$ cat src/rtl/retire_trace_buffer.sv
// Circular trace buffer of retired instructions: armed by start, stops when full (mode 1) or
// POST writes after a trigger, then drains oldest-first through a valid/ready read port.
module retire_trace_buffer #(
    parameter int LANES = 2,
    parameter int DEPTH = 16,
    parameter int POST  = 4
) (
    input  logic                   clk,
    input  logic                   rst,
    input  logic                   start,
    input  logic                   mode,
    input  logic                   trig,
    input  logic [LANES-1:0]       lane_valid,
    input  logic [32*LANES-1:0]    lane_ins,
    input  logic [32*LANES-1:0]    lane_result,
    input  logic                   rd_ready,
    output logic                   rd_valid,
    output logic [15:0]            rd_stamp,
    output logic [LANES-1:0]       rd_mask,
    output logic [32*LANES-1:0]    rd_ins,
    output logic [32*LANES-1:0]    rd_result,
    output logic [$clog2(DEPTH):0] count,
    output logic [1:0]             state,
    output logic                   overflow
);
    localparam int AW = $clog2(DEPTH);
    localparam int CW = AW + 1;
    localparam int PW = (POST > 0) ? $clog2(POST + 1) : 1;
    localparam logic [CW-1:0] FULL_CNT = CW'(DEPTH);
    localparam logic [CW-1:0] LAST_CNT = CW'(DEPTH - 1);
    localparam logic [PW-1:0] POST_LD  = PW'(POST);

    typedef enum logic [1:0] {
        S_IDLE    = 2'd0,
        S_CAPTURE = 2'd1,
        S_POST    = 2'd2,
        S_DONE    = 2'd3
    } state_t;

    state_t          state_q;
    logic            mode_q;
    logic [CW-1:0]   count_q;
    logic [AW-1:0]   wr_ptr_q;
    logic [AW-1:0]   rd_ptr_q;
    logic            overflow_q;
    logic [PW-1:0]   post_cnt_q;
    logic [15:0]     stamp_q;

    logic [15:0]          stamp_mem  [DEPTH];
    logic [LANES-1:0]     mask_mem   [DEPTH];
    logic [32*LANES-1:0]  ins_mem    [DEPTH];
    logic [32*LANES-1:0]  result_mem [DEPTH];

    logic wr_en;
    logic full;
    logic pop;

    assign wr_en    = ((state_q == S_CAPTURE) || (state_q == S_POST)) && (|lane_valid);
    assign full     = (count_q == FULL_CNT);
    assign rd_valid = (state_q == S_DONE) && (count_q != '0);
    assign pop      = rd_valid && rd_ready;

    assign rd_stamp  = stamp_mem[rd_ptr_q];
    assign rd_mask   = mask_mem[rd_ptr_q];
    assign rd_ins    = ins_mem[rd_ptr_q];
    assign rd_result = result_mem[rd_ptr_q];
    assign count     = count_q;
    assign state     = state_q;
    assign overflow  = overflow_q;

    always_ff @(posedge clk) begin
        if (!rst && wr_en) begin
            stamp_mem[wr_ptr_q]  <= stamp_q;
            mask_mem[wr_ptr_q]   <= lane_valid;
            ins_mem[wr_ptr_q]    <= lane_ins;
            result_mem[wr_ptr_q] <= lane_result;
        end
    end

    always_ff @(posedge clk) begin
        if (rst) begin
            state_q    <= S_IDLE;
            mode_q     <= 1'b0;
            count_q    <= '0;
            wr_ptr_q   <= '0;
            rd_ptr_q   <= '0;
            overflow_q <= 1'b0;
            post_cnt_q <= '0;
            stamp_q    <= '0;
        end else begin
            stamp_q <= stamp_q + 16'd1;
            // A write into a full buffer (wrap mode only) drops the oldest entry.
            if (wr_en) begin
                wr_ptr_q <= wr_ptr_q + AW'(1);
                if (full) begin
                    rd_ptr_q   <= rd_ptr_q + AW'(1);
                    overflow_q <= 1'b1;
                end else begin
                    count_q <= count_q + CW'(1);
                end
            end
            case (state_q)
                S_IDLE: begin
                    if (start) begin
                        state_q    <= S_CAPTURE;
                        mode_q     <= mode;
                        count_q    <= '0;
                        wr_ptr_q   <= '0;
                        rd_ptr_q   <= '0;
                        overflow_q <= 1'b0;
                    end
                end
                S_CAPTURE: begin
                    if (wr_en && mode_q && (count_q == LAST_CNT)) begin
                        state_q <= S_DONE;
                    end else if (trig) begin
                        state_q    <= (POST == 0) ? S_DONE : S_POST;
                        post_cnt_q <= POST_LD;
                    end
                end
                S_POST: begin
                    if (wr_en) begin
                        post_cnt_q <= post_cnt_q - PW'(1);
                        if ((post_cnt_q == PW'(1)) || (mode_q && (count_q == LAST_CNT))) begin
                            state_q <= S_DONE;
                        end
                    end
                end
                S_DONE: begin
                    if (count_q == '0) begin
                        state_q <= S_IDLE;
                    end else if (pop) begin
                        rd_ptr_q <= rd_ptr_q + AW'(1);
                        count_q  <= count_q - CW'(1);
                    end
                end
                default: state_q <= S_IDLE;
            endcase
        end
    end
endmodule

$ cat config.mk
export PLATFORM = sky130hd
export DESIGN_NAME = retire_trace_buffer
export DESIGN_NICKNAME = d
export VERILOG_FILES = /design/src/rtl/retire_trace_buffer.sv
export SDC_FILE = /design/constraint.sdc
export NUM_CORES = 2
export LEC_CHECK = 0
export ABC_CLOCK_PERIOD_IN_PS = 15900
export CORE_MARGIN = 3
export CORE_UTILIZATION = 60
export DETAILED_ROUTE_END_ITERATION = 7
export GPL_TIMING_DRIVEN = 0
export HOLD_SLACK_MARGIN = 0.05
export PLACE_DENSITY = 0.82
export SYNTH_ARGS = -nofsm -noshare
export SYNTH_HDL_FRONTEND = slang
export SYNTH_SLANG_ARGS = --single-unit
export TNS_END_PERCENT = 100
$ cat constraint.sdc
create_clock -name clk -period 15.9 [get_ports clk]
set_clock_uncertainty 0.2 [all_clocks]
set_input_delay 2.385 -clock clk [delete_from_list [all_inputs] [get_ports clk]]
set_output_delay 2.385 -clock clk [all_outputs]
set_load 0.1 [all_outputs]
* After elaboration in Yosys (flattened, before gate mapping)
Memory sizes are Yosys's and may differ from the RTL's. A register that Yosys moved wholly into a read port is not among the register bits. Cells that the tools add are included.
Operators by class: add/sub/neg operators 6, eq/ne operators 13, multiplexer cells 36, reductions and logical operators 18
Operator list (count):
- $mux 4 | 12
- $mux 5 | 5
- $add 16x1->16 const B | 1
- $mux 2 | 6
- $pmux 5 s2 | 1
- $mux 3 | 3
- $add 4x1->4 const B | 2
- $ne 2x2->1 const B | 4
- $pmux 2 s4 | 1
- $pmux 4 s2 | 1
- $logic_and 1x1->1 | 7
- $mux 1 | 6
- $pmux 3 s2 | 1
- $add 5x1->5 const B | 1
- $eq 5x4->1 const B | 1
- $eq 5x5->1 const B | 1
- $logic_not 5->1 | 1
- $reduce_and 5->1 | 1
- $reduce_bool 5->1 | 1
- $sub 5x1->5 const B | 1
- $eq 2x2->1 const B | 2
- $ne 2x1->1 const B | 2
- $reduce_and 4->1 | 1
- $eq 3x1->1 const B | 1
- 9 further kinds | 10
Word-level totals: flip-flop bits (word level) 36, bits in writable memories 2336, output and inout port bits 155, word-level logic and storage cells 85, memories kept 4
Memories:
- ins_mem | words 16, width 64, rd ports 1, clocked after memory_dff 1, wr ports 1, line 51 | logic [32*LANES-1:0] ins_mem [DEPTH];
- result_mem | words 16, width 64, rd ports 1, clocked after memory_dff 1, wr ports 1, line 52 | logic [32*LANES-1:0] result_mem [DEPTH];
- stamp_mem | words 16, width 16, rd ports 1, clocked after memory_dff 1, wr ports 1, line 49 | logic [15:0] stamp_mem [DEPTH];
- mask_mem | words 16, width 2, rd ports 1, clocked after memory_dff 1, wr ports 1, line 50 | logic [LANES-1:0] mask_mem [DEPTH];

* Longest topological paths before layout
depth after elaboration 8, depth in mapped cells 8, gate-level depth less buffers 7

* Worst setup path after synthesis
OpenSTA, ideal clock, no wires.
path type input to register, start input port lane_valid[1], end memory ins_mem[3][0] (netlist bit), enable pin, setup time 0.831 ns, data arrival time 12.848 ns, data required time 14.869 ns, path slack 2.021 ns, cell stages on the path 5, path through o21ai_1 > buf_6 > nor2_1 > nand2_1 > nor3_1
Between the ends: word-level cells in the longest chain between the ends 5
RTL lines:
- start, declared | line 13 | input logic [LANES-1:0] lane_valid,
- $reduce_or 2->1 | line 58 | assign wr_en = ((state_q == S_CAPTURE) || (state_q == S_POST)) && (|lane_valid);
- $logic_and 1x1->1 | line 58
- $logic_and 1x1->1 | line 72 | if (!rst && wr_en) begin
- $mux 1 | line 72
- $mux 1 (not written as such) | line 75 | ins_mem[wr_ptr_q] <= lane_ins;
- end, declared | line 51
No other way between the ends.

==> flow_results.xml <==
<?xml version="1.0" encoding="UTF-8"?>
<metrics>
  <group name="status">
    <metric name="status" unit="">finished with violations</metric>
    <metric name="violations" unit="">max-capacitance violations, max-slew violations</metric>
  </group>
  <group name="timing">
    <metric name="final_setup_violations" unit="">0</metric>
    <metric name="finalHoldViolCount" unit="">0</metric>
    <metric name="post-route-min-period" unit="ps">7720</metric>
    <metric name="grt_setup_unrepaired" unit="">false</metric>
    <metric name="slew_headroom" unit="%">-2.25</metric>
    <metric name="totalNegativeSetupSlack" unit="ps">0</metric>
    <metric name="worst-slew-pin-transition" unit="ps">1530</metric>
    <metric name="final-max-slew-violation-count" unit="">11</metric>
    <metric name="fin_worst_hold_slack" unit="ps">277</metric>
    <metric name="timing.fmax" unit="MHz">130</metric>
    <metric name="finalCritPeriodShare" unit="%">48.5</metric>
  </group>
  <group name="critical_path">
    <metric name="rr_startpoint" unit="">state[1]$_SDFFE_PP0P_</metric>
    <metric name="worst-r2r-setup-slack" unit="ps">11270</metric>
    <metric name="timing.rr.end" unit="">result_mem[3][23]$_DFFE_PP_</metric>
    <metric name="critical_path.top_delay_family" unit="">buffers and inverters</metric>
    <metric name="worstSetupStartpoint" unit="">rd_ptr_q[3]$_SDFF_PP0_</metric>
    <metric name="endpoint_kind" unit="">output pin</metric>
    <metric name="crit_top_cell" unit="">sky130_fd_sc_hd__clkbuf_1</metric>
    <metric name="maximum_fanout_count_along_the_critical_path" unit="">10</metric>
    <metric name="cpMaxStageDelayCell" unit="">sky130_fd_sc_hd__clkbuf_1</metric>
    <metric name="arrival" unit="ps">5130</metric>
    <metric name="critical-path-max-stage-delay" unit="ps">1120</metric>
    <metric name="worst-r2r-cell-count" unit="">14</metric>
    <metric name="timing.critical_path.cells" unit="">inv_1 -&gt; clkbuf_1 -&gt; clkbuf_1 -&gt; a221oi_2 -&gt; o21ai_0 -&gt; nand2_1 -&gt; clkdlybuf4s50_1</metric>
    <metric name="worst-setup-path-type" unit="">reg -&gt; out</metric>
    <metric name="timing.critical_path.depth" unit="">7</metric>
    <metric name="critical_path.startpoint_type" unit="">flip-flop</metric>
    <metric name="critical_path_capture_point" unit="">rd_result[46]</metric>
    <metric name="critical_path_buf_inv_count" unit="">4</metric>
    <metric name="required" unit="ps">13320</metric>
  </group>
  <group name="detailed_routing">
    <metric name="drt_iter0_markers" unit="">7452</metric>
    <metric name="via_count" unit="">50300</metric>
    <metric name="routed_wire_length_per_instance" unit="um">33.7</metric>
    <metric name="firstDrtPassIters" unit="">6</metric>
    <metric name="post-route-drc-count" unit="">0</metric>
    <metric name="route.detailed.vias_per_inst" unit="">6.84</metric>
    <metric name="final_antenna_violating_net_count" unit="">0</metric>
    <metric name="totalWireLength" unit="um">248000</metric>
  </group>
  <group name="run">
    <metric name="count_of_maximum_capacitance_violations" unit="">1</metric>
  </group>
  <group name="floorplan">
    <metric name="fp.dieH" unit="um">398</metric>
    <metric name="design.die.area" unit="um2">158000</metric>
    <metric name="placement_rows" unit="">143</metric>
    <metric name="core" unit="um2">152000</metric>
    <metric name="die_w" unit="um">398</metric>
    <metric name="io-pin-count" unit="">291</metric>
    <metric name="floorplan.initialDensity" unit="%">60.5</metric>
  </group>
  <group name="synthesis">
    <metric name="synth.distinct_cells" unit="">57</metric>
    <metric name="async_flop_share" unit="%">0</metric>
    <metric name="postSynthNetCount" unit="">4591</metric>
    <metric name="synth_cells" unit="">4440</metric>
    <metric name="yosys_register_bits" unit="">2372</metric>
    <metric name="syn-mean-instance-area" unit="um2">20.7</metric>
    <metric name="synth_warnings" unit="">0</metric>
    <metric name="synth_flop_cell" unit="">sky130_fd_sc_hd__edfxtp_1</metric>
    <metric name="synth_area_leaders" unit="">sky130_fd_sc_hd__edfxtp_1 76%, sky130_fd_sc_hd__mux4_2 7.2%, sky130_fd_sc_hd__mux2i_1 6.3%</metric>
    <metric name="yosys.area.top_type" unit="">sky130_fd_sc_hd__edfxtp_1</metric>
    <metric name="synth_largest_type_area_fraction" unit="%">76.1</metric>
    <metric name="mappedNetlistArea" unit="um2">92100</metric>
    <metric name="synth_edf_count" unit="">2336</metric>
    <metric name="yosysSeqAreaShare" unit="%">76.9</metric>
  </group>
  <group name="clocking">
    <metric name="cts-htree-levels" unit="">4</metric>
    <metric name="post_cts_resize_count" unit="">0</metric>
    <metric name="worstSkewPairLatency" unit="ps">840</metric>
    <metric name="clock_tree_from_tritoncts" unit="">yes</metric>
    <metric name="worst_setup_hold_path_clk_slew" unit="ps">70</metric>
    <metric name="ctsLongestPathBuffers" unit="">3</metric>
    <metric name="cts-hold-fix-buffers" unit="">0</metric>
    <metric name="cts_buffers" unit="">215</metric>
    <metric name="cts-root-buf" unit="">sky130_fd_sc_hd__clkbuf_16</metric>
    <metric name="cts_setup_buffers" unit="">0</metric>
    <metric name="clkSinkCount" unit="">2372</metric>
  </group>
  <group name="layout">
    <metric name="area_of_the_multi_input_gates" unit="um2">19800</metric>
    <metric name="nets" unit="">5255</metric>
    <metric name="num-fill-cells" unit="">8486</metric>
    <metric name="layout-drive-gt1-share" unit="%">20.8</metric>
    <metric name="seqCellArea" unit="um2">70900</metric>
    <metric name="syn2layout_area_growth" unit="%">16.4</metric>
    <metric name="postLayoutCoreUtil" unit="%">70.5</metric>
    <metric name="mostFrequentLayoutCell" unit="">sky130_fd_sc_hd__edfxtp_1</metric>
    <metric name="most-common-layout-cells" unit="">2336 x sky130_fd_sc_hd__edfxtp_1, 581 x sky130_fd_sc_hd__mux2i_1, 295 x sky130_fd_sc_hd__mux4_2</metric>
  </group>
  <group name="worst_hold_path">
    <metric name="hold_start" unit="">mode_q$_SDFFE_PP0P_</metric>
    <metric name="worstHoldPathType" unit="">reg -&gt; reg</metric>
  </group>
  <group name="placement">
    <metric name="gp_congestion" unit="">0.784</metric>
    <metric name="detailed_place_hpwl" unit="um">154000</metric>
    <metric name="number_of_buffers_added_on_ports" unit="">290</metric>
  </group>
  <group name="grt">
    <metric name="first_global_vias" unit="">51000</metric>
    <metric name="gr-total-overflow" unit="">0</metric>
    <metric name="grt_start_max_net_pins" unit="">27</metric>
    <metric name="grt.total_usage" unit="%">31.3</metric>
    <metric name="first_pass_grt_wire_length" unit="um">354000</metric>
    <metric name="antenna_found_initial" unit="">39</metric>
  </group>
  <group name="power_and_ir_drop">
    <metric name="irDropWorstVdd" unit="uV">134</metric>
    <metric name="p_leak" unit="nW">33.2</metric>
    <metric name="fin_total_pwr" unit="mW">13.6</metric>
    <metric name="power-per-cell-area" unit="nW/um2">127</metric>
  </group>
</metrics>
per-layer routing:
layer / vias to the layer above / global-route usage, % / wire length (um)
met1: 25700 / 40.3 / 85200
met3: 672 / 9.28 / 31500
met2: 3857 / 49.7 / 120000
met4: 14 / 14.0 / 10900
met5: - / 0 / 91
li1: 20100 / - / -
state kept, by name, summed over array words and instances, names as in the netlist:
name / flops
mode_q: 1
mask_mem: 32
rd_ptr_q: 4
state: 2
stamp_mem: 256
stamp_q: 16
result_mem: 1024
post_cnt_q: 3
overflow: 1
wr_ptr_q: 4
ins_mem: 1024
count: 5
power by group:
group | switching [mW] | total (mW) | internal, mW
Clock | 2.25 | 5.17 | 2.92
Combinational | 1.01 | 1.38 | 0.371
Sequential | 0.0429 | 7.04 | 6.99
logic make-up (layout without fill, tap and decap cells):
logic type	Yosys count	in the layout	share of synthesized area (%)
other	0	34	0
adders and majority gates	15	15	0.204
muxes	876	876	13.5
DFF	2372	2372	76.9
and+or+nand+nor	260	260	1.25
xor gates and xnor gates	12	12	0.114
AOI/OAI and AO/OA	638	638	6.27
buffers and inverters	267	1120	1.71
how the worst min path moves through the flow:
stage	to	slack [ps]	cells past startpoint
floorplan	post_cnt_q[1]$_SDFFE_PP0P_	240	2
global placement	post_cnt_q[1]$_SDFFE_PP0P_	260	2
detailed placement	mode_q$_SDFFE_PP0P_	270	2
CTS	mode_q$_SDFFE_PP0P_	280	2
global route	mode_q$_SDFFE_PP0P_	320	2
finish	mode_q$_SDFFE_PP0P_	280	2
layout make-up:
class                      count  share of cell area (%)
sequential                  2372                    66.1
multi-input combinational   1801                    18.4
clock buffer                 285                    5.41
timing repair buffer         447                    5.07
tap                         2030                    2.37
buffer                       252                    1.42
clock inverter               121                    1.10
antenna                       34                  0.0793
inverter                      15                  0.0525
synth_stat cells, types with 2 or more instances:
cell,count
sky130_fd_sc_hd__a211oi_1,5
sky130_fd_sc_hd__a21o_1,2
sky130_fd_sc_hd__a21oi_1,15
sky130_fd_sc_hd__a221oi_1,126
sky130_fd_sc_hd__a221oi_2,166
sky130_fd_sc_hd__a22oi_1,145
sky130_fd_sc_hd__a31oi_1,2
sky130_fd_sc_hd__and3_1,2
sky130_fd_sc_hd__and4_1,3
sky130_fd_sc_hd__buf_1,7
sky130_fd_sc_hd__buf_2,70
sky130_fd_sc_hd__buf_4,41
sky130_fd_sc_hd__buf_6,40
sky130_fd_sc_hd__buf_8,3
sky130_fd_sc_hd__clkbuf_1,91
sky130_fd_sc_hd__dfxtp_1,36
sky130_fd_sc_hd__edfxtp_1,2336
sky130_fd_sc_hd__ha_1,15
sky130_fd_sc_hd__inv_1,15
sky130_fd_sc_hd__mux2i_1,581
sky130_fd_sc_hd__mux4_2,295
sky130_fd_sc_hd__nand2_1,164
sky130_fd_sc_hd__nand2b_1,11
sky130_fd_sc_hd__nand3_1,11
sky130_fd_sc_hd__nand4_1,6
sky130_fd_sc_hd__nor2_1,33
sky130_fd_sc_hd__nor2b_1,5
sky130_fd_sc_hd__nor3_1,7
sky130_fd_sc_hd__o211ai_1,3
sky130_fd_sc_hd__o21a_1,2
sky130_fd_sc_hd__o21ai_0,101
sky130_fd_sc_hd__o21ai_1,55
sky130_fd_sc_hd__o22ai_1,3
sky130_fd_sc_hd__o31ai_1,5
sky130_fd_sc_hd__or2_2,3
sky130_fd_sc_hd__or3_1,3
sky130_fd_sc_hd__or4_1,2
sky130_fd_sc_hd__xnor2_1,2
sky130_fd_sc_hd__xor2_1,10
metrics by stage:
stage               instances  instance area, um2  setup WS [ps]
global placement         6760               97600         -11100
floorplan                4440               92100           2020
CTS                      7322              107000           8340
finish                   7357              107000           8180
global route             7333              107000           8230
detailed placement       6916              100000           8810
worst min-delay path, stage by stage (launching register included):
cell	delay (ps)
sky130_fd_sc_hd__dfxtp_1	320
sky130_fd_sc_hd__nand2_1	60
sky130_fd_sc_hd__a21oi_1	50
(Power assumes the default switching activity.)
